## src/rtl/shiftreg_sequencer.sv

```systemverilog
// ============================================================================
// Module      : shiftreg_sequencer
// Description : Upstream control stage for a parallel-load shift register.
//               Accepts a word over a valid/ready handshake, loads it into
//               the downstream register, then issues DATASIZE shift commands
//               while steering ser_i into the vacated end. Emits a one-cycle
//               done pulse after the last shift.
//               Optional feature macro: SHREG_SEQ_PAUSE_EN (adds pause_i,
//               which freezes shifting while high).
// Revision    : 1.0 - initial release
// ============================================================================
`default_nettype none

module shiftreg_sequencer #(
    parameter int DATASIZE = 8
) (
    input  logic                clk_i,
    input  logic                rst_i,
    input  logic [DATASIZE-1:0] data_i,
    input  logic                dir_i,
    input  logic                valid_i,
    output logic                ready_o,
    input  logic                ser_i,
`ifdef SHREG_SEQ_PAUSE_EN
    input  logic                pause_i,
`endif
    output logic [1:0]          mode_o,
    output logic [DATASIZE-1:0] load_value_o,
    output logic                ser_in_msb_o,
    output logic                ser_in_lsb_o,
    output logic                busy_o,
    output logic                done_o
);

    // Counter only has to reach DATASIZE-1, so it never needs to wrap.
    localparam int                 c_CNT_W    = (DATASIZE > 1) ? $clog2(DATASIZE) : 1;
    localparam logic [c_CNT_W-1:0] c_CNT_LAST = c_CNT_W'(DATASIZE - 1);
    localparam logic [c_CNT_W-1:0] c_CNT_ONE  = c_CNT_W'(1);

    // Downstream shift register mode encoding.
    localparam logic [1:0] c_MODE_HOLD  = 2'b00;
    localparam logic [1:0] c_MODE_LEFT  = 2'b01;
    localparam logic [1:0] c_MODE_RIGHT = 2'b10;
    localparam logic [1:0] c_MODE_LOAD  = 2'b11;

    typedef enum logic [1:0] {
        S_IDLE  = 2'd0,
        S_LOAD  = 2'd1,
        S_SHIFT = 2'd2,
        S_DONE  = 2'd3
    } state_t;

    state_t               r_state;
    state_t               w_next_state;
    logic [DATASIZE-1:0]  r_word;
    logic                 r_dir;
    logic [c_CNT_W-1:0]   r_cnt;
    logic                 w_pause;
    logic                 w_accept;
    logic                 w_shift_active;

`ifdef SHREG_SEQ_PAUSE_EN
    assign w_pause = pause_i;
`else
    assign w_pause = 1'b0;
`endif

    // ready_o is high exactly in IDLE, so the handshake reduces to this.
    assign w_accept       = (r_state == S_IDLE) && valid_i;
    // A real shift happens only in SHIFT while not paused.
    assign w_shift_active = (r_state == S_SHIFT) && !w_pause;

    // State register.
    always_ff @(posedge clk_i or negedge rst_i) begin
        if (!rst_i) begin
            r_state <= S_IDLE;
        end else begin
            r_state <= w_next_state;
        end
    end

    // Word/direction capture and shift counter.
    always_ff @(posedge clk_i or negedge rst_i) begin
        if (!rst_i) begin
            r_word <= '0;
            r_dir  <= 1'b0;
            r_cnt  <= '0;
        end else begin
            if (w_accept) begin
                r_word <= data_i;
                r_dir  <= dir_i;
            end
            if (r_state == S_LOAD) begin
                r_cnt <= '0;
            end else if (w_shift_active && (r_cnt != c_CNT_LAST)) begin
                r_cnt <= r_cnt + c_CNT_ONE;
            end
        end
    end

    // Next-state and output decode from registered state.
    always_comb begin
        w_next_state = r_state;
        ready_o      = 1'b0;
        mode_o       = c_MODE_HOLD;
        ser_in_msb_o = 1'b0;
        ser_in_lsb_o = 1'b0;
        busy_o       = 1'b0;
        done_o       = 1'b0;

        case (r_state)
            S_IDLE: begin
                ready_o = 1'b1;
                if (valid_i) begin
                    w_next_state = S_LOAD;
                end
            end
            S_LOAD: begin
                busy_o       = 1'b1;
                mode_o       = c_MODE_LOAD;
                w_next_state = S_SHIFT;
            end
            S_SHIFT: begin
                busy_o = 1'b1;
                if (!w_pause) begin
                    if (r_dir) begin
                        mode_o       = c_MODE_RIGHT;
                        ser_in_msb_o = ser_i;
                    end else begin
                        mode_o       = c_MODE_LEFT;
                        ser_in_lsb_o = ser_i;
                    end
                    if (r_cnt == c_CNT_LAST) begin
                        w_next_state = S_DONE;
                    end
                end
            end
            S_DONE: begin
                done_o       = 1'b1;
                w_next_state = S_IDLE;
            end
            default: begin
                w_next_state = S_IDLE;
            end
        endcase
    end

    // The latched word is presented continuously; the downstream register
    // only consumes it when mode_o is LOAD.
    assign load_value_o = r_word;

endmodule

`default_nettype wire
```

## config.mk

```make
export PLATFORM = sky130hd
export DESIGN_NAME = shiftreg_sequencer
export DESIGN_NICKNAME = d
export VERILOG_FILES = /design/src/rtl/shiftreg_sequencer.sv
export SDC_FILE = /design/constraint.sdc
export NUM_CORES = 1
export LEC_CHECK = 0
export ABC_AREA = 1
export CAP_MARGIN = 5
export CORE_AREA = 10 10 54 56
export DETAILED_ROUTE_END_ITERATION = 8
export DIE_AREA = 0 0 64 66
export GPL_ROUTABILITY_DRIVEN = 0
export HOLD_SLACK_MARGIN = 0.08
export PLACE_DENSITY = 0.76
export SYNTH_ARGS = -nofsm -noshare
export SYNTH_HDL_FRONTEND = slang
export SYNTH_SLANG_ARGS = --single-unit
```

## constraint.sdc

```tcl
create_clock -name clk_i -period 2.05 [get_ports clk_i]
set_clock_uncertainty 0.2 [all_clocks]
set_input_delay 0.615 -clock clk_i [delete_from_list [all_inputs] [get_ports clk_i]]
set_output_delay 0.615 -clock clk_i [all_outputs]
set_load 0.05 [all_outputs]
```

# After elaboration in Yosys (flattened, before gate mapping)
# Cells that the tools add are included.
classes:
  add_sub_neg: 1
  eq_ne: 7
  mux: 14
  reduce_logical: 6
ops:
  columns: ["operator", "count"]
  rows:
  - ["2-bit case mux with 4 select lines", 1]
  - ["1-bit 2-to-1 mux", 7]
  - ["2-bit 2-to-1 mux", 3]
  - ["3-bit 2-to-1 mux", 2]
  - ["2-bit == test, second input constant", 2]
  - ["2-bit case mux with 2 select lines", 1]
  - ["3-bit by 1-bit adder with 3-bit output, second input constant", 1]
  - ["3-bit == test, second input constant", 1]
  - ["3-bit != test, second input constant", 1]
  - ["2-bit by 1-bit == test with 1-bit output, second input constant", 1]
  - ["1-bit logical AND", 2]
  - ["2-bit logical NOT", 1]
  - ["2-bit by 1-bit != test with 1-bit output, second input constant", 1]
  - ["2-bit != test, second input constant", 1]
  - ["2-bit AND reduction", 1]
  - ["2-bit nonzero test", 1]
  - ["2-bit OR reduction", 1]
word_totals:
  register_bits: 14
  output_inout_bits: 15

# Depth between registers and ports, before layout
# Gate-level depths: netlist of run 1.
depth:
  ltp_word: 4
  mapped_depth: 7

# Worst setup path before layout of run 1
# OpenSTA, ideal clock, no wires.
synth_path:
  kind: "register -> output"
  start: "register r_state[0]"
  end: "output mode_o[0]"
  arrival_time_ns: 1.896
  t_required_ns: 1.235
  slack_ns: -0.661
  stages_incl_launch_ff: 5
  path_buffers: 0
  path_cell_list: "dfrtp_1 > inv_1 > ha_1 > inv_1 > a21oi_1"
synth_between:
  elab_chain_cells: 2
synth_lines:
  columns: ["element", "line_no", "rtl"]
  rows:
  - ["from (decl)", "53", "state_t r_state;"]
  - ["from (signal assigned)", "78", "r_state <= w_next_state;"]
  - ["2-bit == test or 2-bit by 1-bit == test with 1-bit output (tied branches)", "111", "case (r_state)"]
  - ["2-bit case mux with 2 select lines (*)", "111", null]
  - ["to (decl)", "27", "output logic [1:0] mode_o,"]
# Every way passes the cells marked *; elsewhere a longest branch is shown, timed or not.

# Final worst setup path of run 1
layout_path:
  start: "register r_state[1]"
  end: "output mode_o[1]"
# The elaborated chain is that of the path after synthesis.

==> metrics.cfg, run 1 <==
[worst_hold_path]
min_to = load_value_o[6]
hold_path_class = reg2reg
holdPathStages = 2
min_from = load_value_o[6]

[routing]
vias = 700
wirelength_mm = 2.07
ant_nets = 0
drt_iter0_drc = 8
firstDrtPassIters = 4
drc = 0
via_per_inst = 4.64
avgRoutedWirePerCell_um = 13.7

[critical_path]
start_kind = register
r2r_end = r_state[1]
reg2reg_slack_ps = 480
setup.worst_path.class = reg2out
rr_startpoint = r_state[1]
critPathCaptureType = output pin
r2r_cells = 7
cp.arrival_ps = 1380
worstPathRequired_ps = 1230
crit_fanout = 4
startpoint = r_state[1]

[finish]
nFillCells = 140
syn2layout_area_growth_pct = 84.8
diodes = 0
drive_above_1_share = 0.395
multi_input_area_um2 = 397
nNetsFinal = 144
seq_area_um2 = 352

[timing]
slew_headroom = 0.818
finalHoldViolations = 0
rsz0062_at_grt = true
hold_ws_ps = 343
period_minus_slack_ps = 2200
finalMaxSlewViolations = 0
worst_slack_ps = -147
worst-slew-pin-transition_ps = 272
setup_viol = 5
period_share = 1.07
fmax_mhz = 455
fin_setup_tns_ps = -479

[global_routing]
grtUsageTotal = 0.0993
grt_pass1_vias = 771
grt_pass1_wl_mm = 3.36
grt_overflow = 0
grt_antenna_before_repair = 0
grt_max_degree = 15

[die]
die_h_um = 66
die_w_um = 64
rows = 16
start_util = 0.384
dieArea_mm2 = 0.00422
io_pins = 28
core_area_mm2 = 0.00190

[cts]
root_buffer = clkbuf_4
cts_tree = done
cts_buffers = 3
cts.sinks = 14
h-tree-depth = 1
ctsHoldBuffers = 0
clock_path_buffers = 2
path_clk_slew_ps = 80
clock_latency_ps = 290

[outcome]
violations = setup timing
status = finished, violations left

[logic_synthesis]
synth_top_area_cell = dfrtp_1
yosysWarnings = 0
synth_most_common_cell = nand2_1
synthFlopType = dfrtp_1
synth_edf_count = 0
synthTopCellsByArea = dfrtp_1 (48%), nand2_1 (14%), nand3_1 (11%), ha_1 (10%), inv_1 (5.1%)
synth.net_count = 105
syn_inst = 86
ys_top_cells_by_count = nand2_1 (28), nand3_1 (16), dfrtp_1 (14)
syn_avg_cell_area_um2 = 8.50
async_flop_share = 1.00
ys_ff_latch = 14
yosysSeqAreaShare = 0.479
synth_top_area_share = 0.479
syn_area_um2 = 731
ys_types = 13

[placement]
portBuffers = 27
hpwl_mm = 1.65

[run]
max_cap_violations = 0

-- cells by family (layout without fill, tap and decap cells) --
logic type	Yosys count	in the layout	synth area share
DFF	14	14	0.479
buffers and inverters	13	51	0.0873
and+or+nand+nor	50	50	0.305
AOI/OAI and AO/OA	3	3	0.0257
adders and majority gates	6	6	0.103
-- registers in the layout (all words and copies together), names as in the netlist --
register,cells
r_state,2
r_dir,1
load_value_o,8
r_cnt,3
-- layout make-up --
type	count	share of cell area
timing repair buffer	36	0.363
multi-input combinational	59	0.294
sequential	14	0.260
inverter	11	0.0306
clock buffer	4	0.0269
tap	27	0.0250
-- cells in the final DEF (no fill, tap or decap), drive strengths merged, types with 3 or more instances in the layout --
master         instances
nand2                 30
ha                     6
a21oi                  3
nand3                 16
clkbuf                 4
nor2                   4
dfrtp                 14
inv                   11
buf                   24
clkdlybuf4s50         11
-- worst max path at each step --
stage / endpoint / depth (start not counted)
global placement: ser_in_msb_o / 4
detailed placement: ser_in_lsb_o / 4
CTS: mode_o[0] / 5
floorplan: mode_o[0] / 4
global route: mode_o[1] / 5
finish: mode_o[1] / 5
-- worst max-delay path, cell delays in order, from the launching register on --
cell     delay (ps)
dfrtp_2         440
inv_2            90
ha_2            180
inv_2            70
a21oi_4         170
buf_12          150
-- through the flow --
stage / utilization / setup slack (ps) / std cells / cell area, um2
floorplan: - / -172 / 86 / 761
global placement: 0.647 / -186 / 143 / 1230
detailed placement: 0.647 / -208 / 143 / 1230
CTS: 0.689 / -170 / 149 / 1310
global route: 0.710 / -197 / 151 / 1350
finish: 0.710 / -147 / 151 / 1350
-- layer usage --
layer  GRT usage  vias up  routed length, um
met5           0        -                  0
met3      0.0441        5                207
met4      0.0574        0                 42
li1            -      348                  -
met1      0.0883      315                786
met2       0.183       32               1030
-- timing repair --
action,in CTS,in global routing
endpoints found under the setup margin,5,6
endpoints found under the hold margin,0,0
setup buffers,2,2
pin swaps,2,3
resized for setup,13,5
Power of run 1 is left out: the tool's default activity adds up to more than one toggle a clock period on the data nets, which glitch-free logic cannot reach.
==> run 2, diff against run 1 <==
Settings changed: ABC_AREA 1 to default, CORE_AREA 10 10 54 56 to 10 10 52 54, DIE_AREA 0 0 64 66 to 0 0 62 64, PLACE_DENSITY 0.76 to 0.78.
==> metrics.cfg, run 2 <==
[outcome]
status = finished, violations left  ; unchanged
violations = setup timing  ; unchanged

[critical_path]
reg2reg_slack_ps = 350  ; was 480 ps
r2r_cells = 6  ; was 7
cp.arrival_ps = 1440  ; was 1380 ps
cp_top_family = flip-flops  ; unchanged
setup.worst_path.class = reg2out  ; unchanged
start_kind = register  ; unchanged
critPathCaptureType = output pin  ; unchanged
max_stage_delay_ps = 400  ; was 440 ps
r2r_end = r_state[1]  ; unchanged
rr_startpoint = r_state[0]  ; was r_state[1]
path_buf_inv = 2  ; was 3
crit_chain = inv_2 > ha_4 > nor2b_4 > o21a_2 > buf_12  ; was inv_2 > ha_2 > inv_2 > a21oi_4 > buf_12
slowest_stage = dfrtp_1  ; was dfrtp_2
worstPathRequired_ps = 1230  ; about the same
crit_fanout = 5  ; was 4

[timing]
worst_slack_ps = -202  ; was -147 ps
rsz0062_at_grt = true  ; unchanged
finalHoldViolations = 0  ; unchanged
period_share = 1.10  ; was 1.07
hold_ws_ps = 344  ; was 343 ps
worst-slew-pin-transition_ps = 253  ; was 272 ps
slew_headroom = 0.831  ; was 0.818
period_minus_slack_ps = 2250  ; was 2200 ps
setup_viol = 6  ; was 5
fmax_mhz = 444  ; was 455 MHz
fin_setup_tns_ps = -751  ; was -479 ps
finalMaxSlewViolations = 0  ; unchanged

[logic_synthesis]
syn_inst = 50  ; was 86
async_flop_share = 1.00  ; unchanged
yosysSeqAreaShare = 0.523  ; was 0.479
syn_avg_cell_area_um2 = 13.4  ; was 8.50 um2
yosysWarnings = 0  ; unchanged
ys_types = 17  ; was 13
ys_ff_latch = 14  ; unchanged
synthFlopType = dfrtp_1  ; unchanged
synth_edf_count = 0  ; unchanged
synthTopCellsByArea = dfrtp_1 (52%), mux2_2 (15%), ha_1 (11%), mux2i_1 (3.0%), mux2_4 (2.2%)  ; was dfrtp_1 (48%), nand2_1 (14%), nand3_1 (11%), ha_1 (10%), inv_1 (5.1%)
ys_top_cells_by_count = dfrtp_1 (14), mux2_2 (9), ha_1 (6)  ; was nand2_1 (28), nand3_1 (16), dfrtp_1 (14)
syn_area_um2 = 669  ; was 731 um2
synth_most_common_cell = dfrtp_1  ; was nand2_1
synth_top_area_share = 0.523  ; was 0.479
synth.net_count = 69  ; was 105
synth_top_area_cell = dfrtp_1  ; unchanged

[finish]
final_common_cell = buf_12  ; was nand2_1
nFillCells = 99  ; was 140
largest_reg_flops = 8  ; unchanged
syn2layout_area_growth_pct = 96.1  ; was 84.8%
multi_input_area_um2 = 388  ; was 397 um2
drive_above_1_share = 0.611  ; was 0.395
instances_no_fill = 115  ; was 151
diodes = 0  ; unchanged
nNetsFinal = 110  ; was 144
final_cell_mix = buf_12 (15), dfrtp_1 (13), clkdlybuf4s50_1 (11)  ; was nand2_1 (26), nand3_1 (16), buf_12 (15)
seq_area_um2 = 352  ; unchanged

[cts]
cts.sinks = 14  ; unchanged
path_clk_slew_ps = 80  ; about the same
clock_latency_ps = 270  ; was 290 ps
root_buffer = clkbuf_4  ; unchanged
h-tree-depth = 1  ; unchanged
cts_tree = done  ; unchanged
clock_path_buffers = 2  ; unchanged
ctsHoldBuffers = 0  ; unchanged
cts_buffers = 3  ; unchanged

[routing]
ant_nets = 0  ; unchanged
wl_met3_um = 218  ; was 207 um
vias = 529  ; was 700
via_per_inst = 4.60  ; was 4.64
avgRoutedWirePerCell_um = 15.2  ; was 13.7 um
drt_iter0_drc = 1  ; was 8
met1_length_um = 634  ; was 786 um
wirelength_mm = 1.75  ; was 2.07 mm
firstDrtPassIters = 3  ; was 4
wl_met2_um = 892  ; was 1.03 mm
highest-signal-layer = met3  ; was met4
drc = 0  ; unchanged

[global_routing]
grt_antenna_before_repair = 0  ; unchanged
grt_pass1_vias = 623  ; was 771
grt_pass1_wl_mm = 2.83  ; was 3.36 mm
grtUsageTotal = 0.0925  ; was 0.0993
grt_max_degree = 15  ; unchanged
grt_overflow = 0  ; unchanged

[run]
max_cap_violations = 0  ; unchanged

[die]
io_pins = 28  ; unchanged
rows = 15  ; was 16
dieArea_mm2 = 0.00397  ; was 0.00422 mm2
die_h_um = 64  ; was 66 um
core_area_mm2 = 0.00171  ; was 0.00190 mm2
die_w_um = 62  ; was 64 um
start_util = 0.392  ; was 0.384

[worst_hold_path]
holdPathStages = 2  ; unchanged
min_to = r_cnt[1]  ; was load_value_o[6]
hold_path_class = reg2reg  ; unchanged
min_from = r_cnt[1]  ; was load_value_o[6]

[placement]
portBuffers = 27  ; unchanged
hpwl_mm = 1.40  ; was 1.65 mm
placed_cells = 104  ; was 143

## run 2: cell types whose count changed after synthesis, moves of 2 or more
cell / previous run / this run
inv_1: 10 / 3
mux2_2: 0 / 9
nor2b_1: 0 / 2
nand3_1: 16 / 0
nor2_1: 2 / 4
nand2_1: 28 / 1
buf_6: 2 / 0
nor2_2: 2 / 0
mux2i_1: 0 / 2
## run 2: cells by family after synthesis
family | synth area share
mux | 0.204
compound gates | 0.0449
flops | 0.523
buf+inv | 0.0168
fa+ha+maj | 0.112
xor+xnor | 0.0131
simple gates | 0.0860
## run 2: worst register-to-register path, stage by stage, from the launching register on
cell and delay, ps:
dfrtp_1 400, inv_2 80, ha_4 180, buf_4 130
nor2b_4 140, a21oi_2 150, mux2_4 310
## run 2: timing repair
item | CTS | global route
resized for setup | 13 | 4
gates cloned | 0 | 0
buffers inserted | 5 | 2
pin swaps | 2 | 2
endpoints found under the setup margin | 5 | 6
## run 2: area by class of cell
cell class                      count  share of cell area
Timing Repair Buffer               36               0.377
Multi-Input combinational cell     33               0.296
Sequential cell                    14               0.268
Clock buffer                        4              0.0276
Tap cell                           25              0.0238
Inverter                            3             0.00858
## run 2: per-stage QoR
stage,setup WS [ps],area [um2],utilization
detailed placement,-200,1150,0.673
global placement,-195,1150,0.673
floorplan,-76.5,683,-
global route,-254,1310,0.768
CTS,-182,1270,0.743
finish,-202,1310,0.768
## run 2: per-layer routing
metal | GRT usage | vias up
li1 | - | 250
met1 | 0.0930 | 257
met2 | 0.150 | 22
met3 | 0.0573 | 0
met4 | 0.0335 | 0
met5 | 0 | -
## run 2: how the worst max path moves through the flow
stage                           from           end  slack, ps  cells past startpoint
after floorplan           r_state[1]     mode_o[1]        -80                      3
after global placement         ser_i  ser_in_msb_o       -190                      3
after detailed placement       ser_i  ser_in_msb_o       -200                      3
after CTS                 r_state[0]     mode_o[0]       -180                      5
after global routing      r_state[0]     mode_o[0]       -250                      5
final                     r_state[0]     mode_o[0]       -200                      5
Power of run 2 is left out for the same reason.
==> run 3, diff against run 2 <==
==> constraint.sdc (replaced) <==
create_clock -name clk_i -period 2.05 [get_ports clk_i]
set_clock_uncertainty 0.2 [all_clocks]
set_input_delay 0.41 -clock clk_i [delete_from_list [all_inputs] [get_ports clk_i]]
set_output_delay 0.41 -clock clk_i [all_outputs]
set_load 0.05 [all_outputs]
==> metrics.cfg, run 3 (same netlist as run 2, synthesis figures left out) <==
[die]
rows = 15  ; unchanged
io_pins = 28  ; unchanged
dieArea_mm2 = 0.00397  ; unchanged
start_util = 0.392  ; unchanged
die_w_um = 62  ; unchanged
core_area_mm2 = 0.00171  ; unchanged
die_h_um = 64  ; unchanged

[critical_path]
max_stage_delay_ps = 450  ; was 400 ps
slowest_stage = dfrtp_2  ; was dfrtp_1
start_kind = register  ; unchanged
crit_chain = ha_4 > nor2b_1 > o21a_2 > buf_12  ; was inv_2 > ha_4 > nor2b_4 > o21a_2 > buf_12
setup.worst_path.class = reg2out  ; unchanged
cp.arrival_ps = 1380  ; was 1440 ps
rr_startpoint = r_state[1]  ; was r_state[0]
worstPathRequired_ps = 1440  ; was 1230 ps
critPathCaptureType = output pin  ; unchanged
startpoint = r_state[1]  ; was r_state[0]
crit_fanout = 6  ; was 5
reg2reg_slack_ps = 370  ; was 350 ps

[placement]
dpl_cell_area_mm2 = 0.00103  ; was 0.00115 mm2
portBuffers = 27  ; unchanged
hpwl_mm = 1.23  ; was 1.40 mm
placed_cells = 102  ; was 104
place_ws_ps = 162  ; was -200 ps

[run]
max_cap_violations = 0  ; unchanged

[timing]
worst-slew-pin-transition_ps = 588  ; was 253 ps
setup_viol = 0  ; was 6
period_share = 0.971  ; was 1.10
fmax_mhz = 502  ; was 444 MHz
finalMaxSlewViolations = 0  ; unchanged
slew_headroom = 0.607  ; was 0.831
hold_ws_ps = 310  ; was 344 ps
period_minus_slack_ps = 1990  ; was 2250 ps
rsz0062_at_grt = true  ; unchanged
worst_slack_ps = 59.6  ; was -202 ps
finalHoldViolations = 0  ; unchanged

[global_routing]
grt_pass1_vias = 564  ; was 623
grt_overflow = 0  ; unchanged
grt_antenna_before_repair = 0  ; unchanged
grtUsageTotal = 0.0774  ; was 0.0925
grt_max_degree = 15  ; unchanged
grt_pass1_wl_mm = 2.40  ; was 2.83 mm

[outcome]
status = finished, final reports clean  ; was finished, violations left

[routing]
ant_nets = 0  ; unchanged
via_per_inst = 4.71  ; was 4.60
avgRoutedWirePerCell_um = 13.3  ; was 15.2 um
drc = 0  ; unchanged
wirelength_mm = 1.45  ; was 1.75 mm
vias = 513  ; was 529
drt_iter0_drc = 5  ; was 1
firstDrtPassIters = 2  ; was 3

[finish]
instances_no_fill = 109  ; was 115
nNetsFinal = 105  ; was 110
final_common_cell = dfrtp_1  ; was buf_12
diodes = 0  ; unchanged
design_area_mm2 = 0.00112  ; was 0.00131 mm2
final_cell_mix = dfrtp_1 (13), clkdlybuf4s50_1 (12), buf_4 (12)  ; was buf_12 (15), dfrtp_1 (13), clkdlybuf4s50_1 (11)
drive_above_1_share = 0.524  ; was 0.611
syn2layout_area_growth_pct = 68.0  ; was 96.1%
largest_reg_flops = 8  ; unchanged

[worst_hold_path]
hold_path_class = reg2reg  ; unchanged
min_from = load_value_o[4]  ; was r_cnt[1]

[cts]
clock_latency_ps = 260  ; was 270 ps
clock_path_buffers = 2  ; unchanged
path_clk_slew_ps = 70  ; was 80 ps
cts_buffers = 3  ; unchanged
cts_tree = done  ; unchanged
ctsHoldBuffers = 0  ; unchanged
cts.sinks = 14  ; unchanged
root_buffer = clkbuf_4  ; unchanged
h-tree-depth = 1  ; unchanged

[run 3: through the flow]
| stage | setup TNS, ps | util |
|---|---|---|
| finish | 0 | 0.659 |
| global route | -1.34 | 0.659 |
| CTS | 0 | 0.648 |
| detailed placement | 0 | 0.603 |
| global placement | 0 | 0.603 |
| floorplan | -3.89 | - |
[run 3: final timing paths]
| kind | cells past startpoint | to |
|---|---|---|
| min reg2reg | 1 | load_value_o[4] |
| max reg2reg | 5 | r_state[1] |
| max in group asynchronous | 1 | r_state[1] |
| max | 4 | mode_o[0] |
| min in group asynchronous | 1 | load_value_o[4] |
| min | 1 | load_value_o[4] |
[run 3: final cells by class]
class | count | area, um2
fill | 133 | 583
multi-input combinational | 33 | 358
sequential | 14 | 352
timing repair buffer | 31 | 350
tap | 25 | 31.3
clock buffer | 3 | 22.5
inverter | 3 | 11.3
[run 3: critical path: cells and delay by family, from the launching register on]
family	cells	cell delay (ps)
flops	1	450
compound gates	1	210
fa+ha+maj	1	190
buf+inv	1	140
simple gates	1	120
[run 3: timing repair]
action / 4_1_cts / 5_1_grt
pin swaps: 0 / 1
resized for setup: 6 / 4
setup endpoints to repair: 3 / 3
cloned: 0 / 0
hold endpoints to repair: 0 / 0
buffers inserted: 3 / 1
[run 3: per-layer routing]
metal	share of wire	routed length (um)	track usage	vias to the layer above
li1	-	-	-	237
met1	0.37	538	0.0713	253
met2	0.50	718	0.129	23
met3	0.13	192	0.0553	0
met4	0	0	0.0251	0
met5	0	0	0	-
Power of run 3 is left out for the same reason.
